`src/rtl/pm1_seq_ctrl.sv`:
```
// pm1_seq_ctrl: round-robin sequencer that shares one pm1 combinational
// evaluator among NREQ requesters. A granted operand is registered onto the
// evaluator input, held for SETTLE cycles, and the captured result is returned
// with the requester ID over a valid/ready response channel.
module pm1_seq_ctrl #(
    parameter int NREQ   = 4,
    parameter int IN_W   = 16,
    parameter int OUT_W  = 13,
    parameter int SETTLE = 1,
    localparam int ID_W  = (NREQ > 1) ? $clog2(NREQ) : 1
) (
    input  logic                 clk_pad,
    input  logic                 rst_pad,
    input  logic [NREQ-1:0]      req_valid_pad,
    input  logic [NREQ*IN_W-1:0] req_data_pad,
    output logic [NREQ-1:0]      req_ready_pad,
    output logic [IN_W-1:0]      dp_in_pad,
    input  logic [OUT_W-1:0]     dp_out_pad,
    output logic                 rsp_valid_pad,
    input  logic                 rsp_ready_pad,
    output logic [OUT_W-1:0]     rsp_data_pad,
    output logic [ID_W-1:0]      rsp_id_pad,
    output logic                 busy_pad,
    output logic [7:0]           txn_cnt_pad
);

    typedef enum logic [1:0] {
        S_IDLE   = 2'b00,
        S_SETTLE = 2'b01,
        S_RESP   = 2'b10
    } state_t;

    state_t             state_r;
    state_t             state_nxt_s;

    logic [IN_W-1:0]    op_r;
    logic [OUT_W-1:0]   res_r;
    logic [ID_W-1:0]    id_r;
    logic [ID_W-1:0]    last_grant_r;
    logic [3:0]         cnt_r;
    logic [7:0]         txn_cnt_r;

    logic               found_s;
    logic [ID_W-1:0]    win_s;
    logic [ID_W-1:0]    cand_s;
    logic [ID_W:0]      sum_s;
    logic               transfer_s;
    logic               capture_s;
    logic               count_down_s;
    logic               handshake_s;

    // Round-robin search: first valid requester after the last grant, wrapping.
    always_comb begin
        found_s = 1'b0;
        win_s   = '0;
        cand_s  = '0;
        sum_s   = '0;
        for (int k = 1; k <= NREQ; k++) begin
            sum_s = {1'b0, last_grant_r} + (ID_W+1)'(k);
            if (sum_s >= (ID_W+1)'(NREQ)) begin
                sum_s = sum_s - (ID_W+1)'(NREQ);
            end else begin
                sum_s = sum_s;
            end
            cand_s = sum_s[ID_W-1:0];
            if (!found_s && (|(req_valid_pad & (NREQ'(1) << cand_s)))) begin
                found_s = 1'b1;
                win_s   = cand_s;
            end else begin
                found_s = found_s;
            end
        end
    end

    // Next-state decode and per-state control strobes.
    always_comb begin
        state_nxt_s   = state_r;
        req_ready_pad = '0;
        transfer_s    = 1'b0;
        capture_s     = 1'b0;
        count_down_s  = 1'b0;
        handshake_s   = 1'b0;
        case (state_r)
            S_IDLE: begin
                if (found_s) begin
                    req_ready_pad = NREQ'(1) << win_s;
                    transfer_s    = 1'b1;
                    state_nxt_s   = S_SETTLE;
                end else begin
                    state_nxt_s   = S_IDLE;
                end
            end
            S_SETTLE: begin
                if (cnt_r == 4'd0) begin
                    capture_s    = 1'b1;
                    state_nxt_s  = S_RESP;
                end else begin
                    count_down_s = 1'b1;
                    state_nxt_s  = S_SETTLE;
                end
            end
            S_RESP: begin
                if (rsp_ready_pad) begin
                    handshake_s = 1'b1;
                    state_nxt_s = S_IDLE;
                end else begin
                    state_nxt_s = S_RESP;
                end
            end
            default: begin
                state_nxt_s = S_IDLE;
            end
        endcase
    end

    // State register; reset always returns to IDLE, abandoning any transaction.
    always_ff @(posedge clk_pad) begin
        if (rst_pad) begin
            state_r <= S_IDLE;
        end else begin
            state_r <= state_nxt_s;
        end
    end

    // Operand/result/ID capture, settle counter and completed-transaction count.
    always_ff @(posedge clk_pad) begin
        if (rst_pad) begin
            op_r         <= '0;
            res_r        <= '0;
            id_r         <= '0;
            last_grant_r <= ID_W'(NREQ - 1);
            cnt_r        <= 4'd0;
            txn_cnt_r    <= 8'd0;
        end else begin
            if (transfer_s) begin
                op_r         <= req_data_pad[win_s*IN_W +: IN_W];
                id_r         <= win_s;
                last_grant_r <= win_s;
                cnt_r        <= 4'(SETTLE - 1);
            end else if (count_down_s) begin
                cnt_r        <= cnt_r - 4'd1;
            end
            if (capture_s) begin
                res_r <= dp_out_pad;
            end
            if (handshake_s) begin
                txn_cnt_r <= txn_cnt_r + 8'd1;
            end
        end
    end

    // Outputs come straight from registers (state decode for valid/busy).
    assign dp_in_pad     = op_r;
    assign rsp_valid_pad = (state_r == S_RESP);
    assign rsp_data_pad  = res_r;
    assign rsp_id_pad    = id_r;
    assign busy_pad      = (state_r != S_IDLE);
    assign txn_cnt_pad   = txn_cnt_r;

endmodule

```
`config.mk`:
```
export PLATFORM = sky130hd
export DESIGN_NAME = pm1_seq_ctrl
export DESIGN_NICKNAME = d
export VERILOG_FILES = /design/src/rtl/pm1_seq_ctrl.sv
export SDC_FILE = /design/constraint.sdc
export NUM_CORES = 1
export LEC_CHECK = 0
export CAP_MARGIN = 15
export CORE_UTILIZATION = 35
export CTS_CLUSTER_SIZE = 20
export DETAILED_ROUTE_END_ITERATION = 8
export PLACE_DENSITY = 0.8
export SLEW_MARGIN = 0
export SYNTH_ARGS = -nofsm -noshare
export SYNTH_HDL_FRONTEND = slang
export SYNTH_SLANG_ARGS = --single-unit
```
`constraint.sdc`:
```
create_clock -name clk_pad -period 2.97 [get_ports clk_pad]
set_clock_uncertainty 0.05 [all_clocks]
set_input_delay 0.594 -clock clk_pad [delete_from_list [all_inputs] [get_ports clk_pad]]
set_output_delay 0.594 -clock clk_pad [all_outputs]
set_load 0.02 [all_outputs]
```
==> impl_metrics.py <==
metrics = {
    "outcome": {
        "run_status": "finished, final reports clean",
    },
    "drt": {
        "drt-pass1-iter-count": 5,
        "drc_errors": 0,
        "wl_mm": 11.04,
        "wl_per_cell_um": 16.05,
        "ant_nets": 0,
        "drtIter0Drc": 202,
        "routed_via_density": 5.615,
        "vias": 3863,
    },
    "placement": {
        "place_ws_ns": -0.6167,
        "place.gp.congestion": 0.9051,
        "dpl.cell_count": 677,
        "place_hpwl_mm": 7.899,
        "io_buffers": 128,
    },
    "synth": {
        "synth_fa_ha_area_share_pct": 2.203,
        "muxShareOfSynthArea_pct": 4.112,
        "avgSynthCellArea_um2": 7.676,
        "ys.flop_type": "dfxtp_1",
        "synth_area_um2": 3408,
        "netlist_instances": 444,
        "synth_top_family_by_area": "compound AO/OA/AOI/OAI gates",
        "synthSimpleGateAreaFrac_pct": 15.71,
        "ys_ff_latch": 47,
        "synth_compound_area_share_pct": 36.82,
        "synth.distinct_cells": 43,
        "ys_seq_area_share_pct": 27.61,
        "synth-xor-area-share_pct": 2.570,
        "postSynth.asyncResetShare_pct": 0,
        "synth_edf_count": 0,
        "syn_nets": 534,
        "yosysWarningCount": 0,
    },
    "worst_setup_path": {
        "worstPathArrival_ns": 2.26,
        "startpoint_type": "register",
        "crit_slowest_cell": "a2111o_1",
        "cp-end-kind": "output port",
        "path_max_fanout": 5,
        "path_cells": "buf_12 > ha_4 > a22oi_2 > nand2_1 > a2111o_1 > and2_4 > nor3_2 > buf_4",
        "required_ns": 2.33,
        "cpPeakStageDelay_ns": 0.41,
        "critPathKind": "reg2out",
    },
    "clock_network": {
        "cts_max_level": 2,
        "clkSinkCount": 47,
        "cts_made_buffers": 5,
        "clk_path_buf_depth": 2,
        "clk-insertion-delay-late_ns": 0.30,
        "hold_buffers": 0,
        "cts_tree": "done",
        "cts_root_buffer": "clkbuf_8",
        "cts.clk_slew.worst_paths_ns": 0.09,
    },
    "job": {
        "cap_violations": 0,
    },
    "final_layout": {
        "fillCellCount": 848,
        "diodes": 0,
        "fin_util_pct": 54.33,
        "drive_gt1_share_pct": 14.49,
        "syn2layout_area_growth_pct": 48.68,
        "nNetsFinal": 648,
        "stdcell_count": 688,
    },
    "floorplanning": {
        "coreArea_um2": 9328,
        "fp-row-count": 35,
        "die_w_um": 100.7,
        "chipHeight_um": 100.7,
        "start_util_pct": 36.54,
        "dieArea_um2": 10140,
        "num_io_pins": 129,
    },
    "grt": {
        "track_usage_pct": 21.41,
        "grt_pass1_vias": 3661,
        "grt_start_max_net_pins": 66,
        "overflow": 0,
        "antenna_found_initial": 0,
        "grt_pass1_wl_mm": 17.42,
    },
    "pwr": {
        "ir_drop_uv": 1038,
        "p_per_area_nw_per_um2": 1072,
        "leakage_nw": 1.955,
        "power.total_mw": 5.433,
    },
    "timing": {
        "fin_tns_setup_ns": 0,
        "hold_violations": 0,
        "min_period_ns": 2.903,
        "timing.fmax_ghz": 0.3445,
        "slew_headroom_pct": 41.96,
        "setup_viol": 0,
        "fin_ws_ns": 0.06704,
        "period_share_pct": 97.74,
        "slew_violations": 0,
        "worst_pin_slew_ns": 0.8706,
    },
    "min_path": {
        "min_path_type": "reg2reg",
    },
}
-- metal layers --
| layer | vias up | GRT usage (%) | wire length [um] |
|---|---|---|---|
| met3 | 16 | 3.953 | 921 |
| met1 | 1785 | 26.79 | 4637 |
| met4 | 0 | 6.466 | 167 |
| li1 | 1861 | - | - |
| met2 | 201 | 37.25 | 5318 |
| met5 | - | 0 | 0 |
-- through the flow --
step                instance area (um^2)  hold WS, ns
floorplan                           3450       0.4414
global placement                    4838       0.4266
detailed placement                  4838       0.4365
CTS                                 5041       0.4547
global route                        5067       0.4687
finish                              5067       0.4555
-- worst max-delay path, delay by kind of cell, from the launching register on --
| family | cells | cell delay [ns] |
|---|---|---|
| AO/OA/AOI/OAI | 2 | 0.65 |
| AND/OR/NAND/NOR | 3 | 0.46 |
| flip-flops | 1 | 0.38 |
| buffers and inverters | 2 | 0.29 |
| adder cells (fa/ha/maj) | 1 | 0.17 |
-- worst paths after layout --
kind | slack [ns] | end | from | depth (start not counted)
setup / recovery | 0.07 | req_ready_pad[2] | last_grant_r[0] | 8
hold / removal | 0.46 | rsp_data_pad[9] | rsp_data_pad[9] | 2
setup reg to reg | 0.36 | dp_in_pad[0] | last_grant_r[0] | 11
hold reg to reg | 0.46 | rsp_data_pad[9] | rsp_data_pad[9] | 2
-- layout make-up --
class                   instances  area (um^2)  area share [%]
repair buffers                153         1470           29.01
clock buffers                   5        68.82           1.358
clock inverters                 3        47.55          0.9383
multi-input cells             314         2233           44.07
flip-flops and latches         47        944.7           18.64
inverters                      37        141.4           2.790
well taps                     129        161.4           3.185
-- what timing repair did --
action | in CTS | in global routing
hold endpoints to repair | 0 | 0
gates cloned | 0 | 0
setup buffers | 2 | 1
pin swaps | 5 | 5
endpoints found under the setup margin | 4 | 4
resized for setup | 32 | 11
-- cell families (layout without fill, tap and decap cells) --
| kind of cell | Yosys count | after routing |
|---|---|---|
| flip-flops | 47 | 47 |
| XOR/XNOR | 10 | 10 |
| buffers and inverters | 83 | 198 |
| AND/OR/NAND/NOR | 112 | 112 |
| AO/OA/AOI/OAI | 172 | 172 |
| multiplexers | 14 | 14 |
| adder cells (fa/ha/maj) | 6 | 6 |
-- state kept, by name, indices dropped and copies added (netlist names) --
register	cells
dp_in_pad	16
rsp_data_pad	13
txn_cnt_pad	8
cnt_r	4
last_grant_r	2
rsp_id_pad	2
state_r	2
-- cells in the final DEF (no fill, tap or decap), drive strengths merged, types with 16 or more instances in the layout --
master         instances
buf                   30
or3                   16
nor2                  50
a31oi                 18
inv                   38
a211oi                16
a21oi                 38
nand3                 18
dfxtp                 47
o211ai                49
a41oi                 16
o21ai                 17
clkdlybuf4s50        119
-- cell usage after synthesis, drive strengths merged, types with 2 or more instances --
cell type / count / share of area (%)
a22o: 4 / 1.0
and2: 4 / 0.73
or3: 16 / 2.9
nor2: 50 / 5.5
nand3: 18 / 2.6
nand4: 2 / 0.37
o211ai: 49 / 13
buf: 18 / 3.8
nor3b: 2 / 0.44
a22oi: 6 / 1.3
xor2: 7 / 1.8
nor3: 9 / 1.3
nand2: 5 / 0.55
a31oi: 18 / 3.3
ha: 6 / 2.2
dfxtp: 47 / 28
o21ai: 17 / 2.5
a211oi: 16 / 3.5
inv: 37 / 4.1
a21oi: 38 / 5.7
a41oi: 16 / 4.1
mux2i: 14 / 4.1
o21bai: 2 / 0.44
xnor2: 3 / 0.77
clkbuf: 28 / 3.1
-- where the power goes --
group / total, mW / leakage (nW) / switching (mW) / internal, mW
clock: 0.496 / 0.0587 / 0.241 / 0.256
sequential: 0.895 / 0.386 / 0.0993 / 0.796
combinational: 4.04 / 1.51 / 2.38 / 1.66
total: 5.43 / 1.95 / 2.72 / 2.71
No activity file was read; power rests on OpenSTA's default activity.
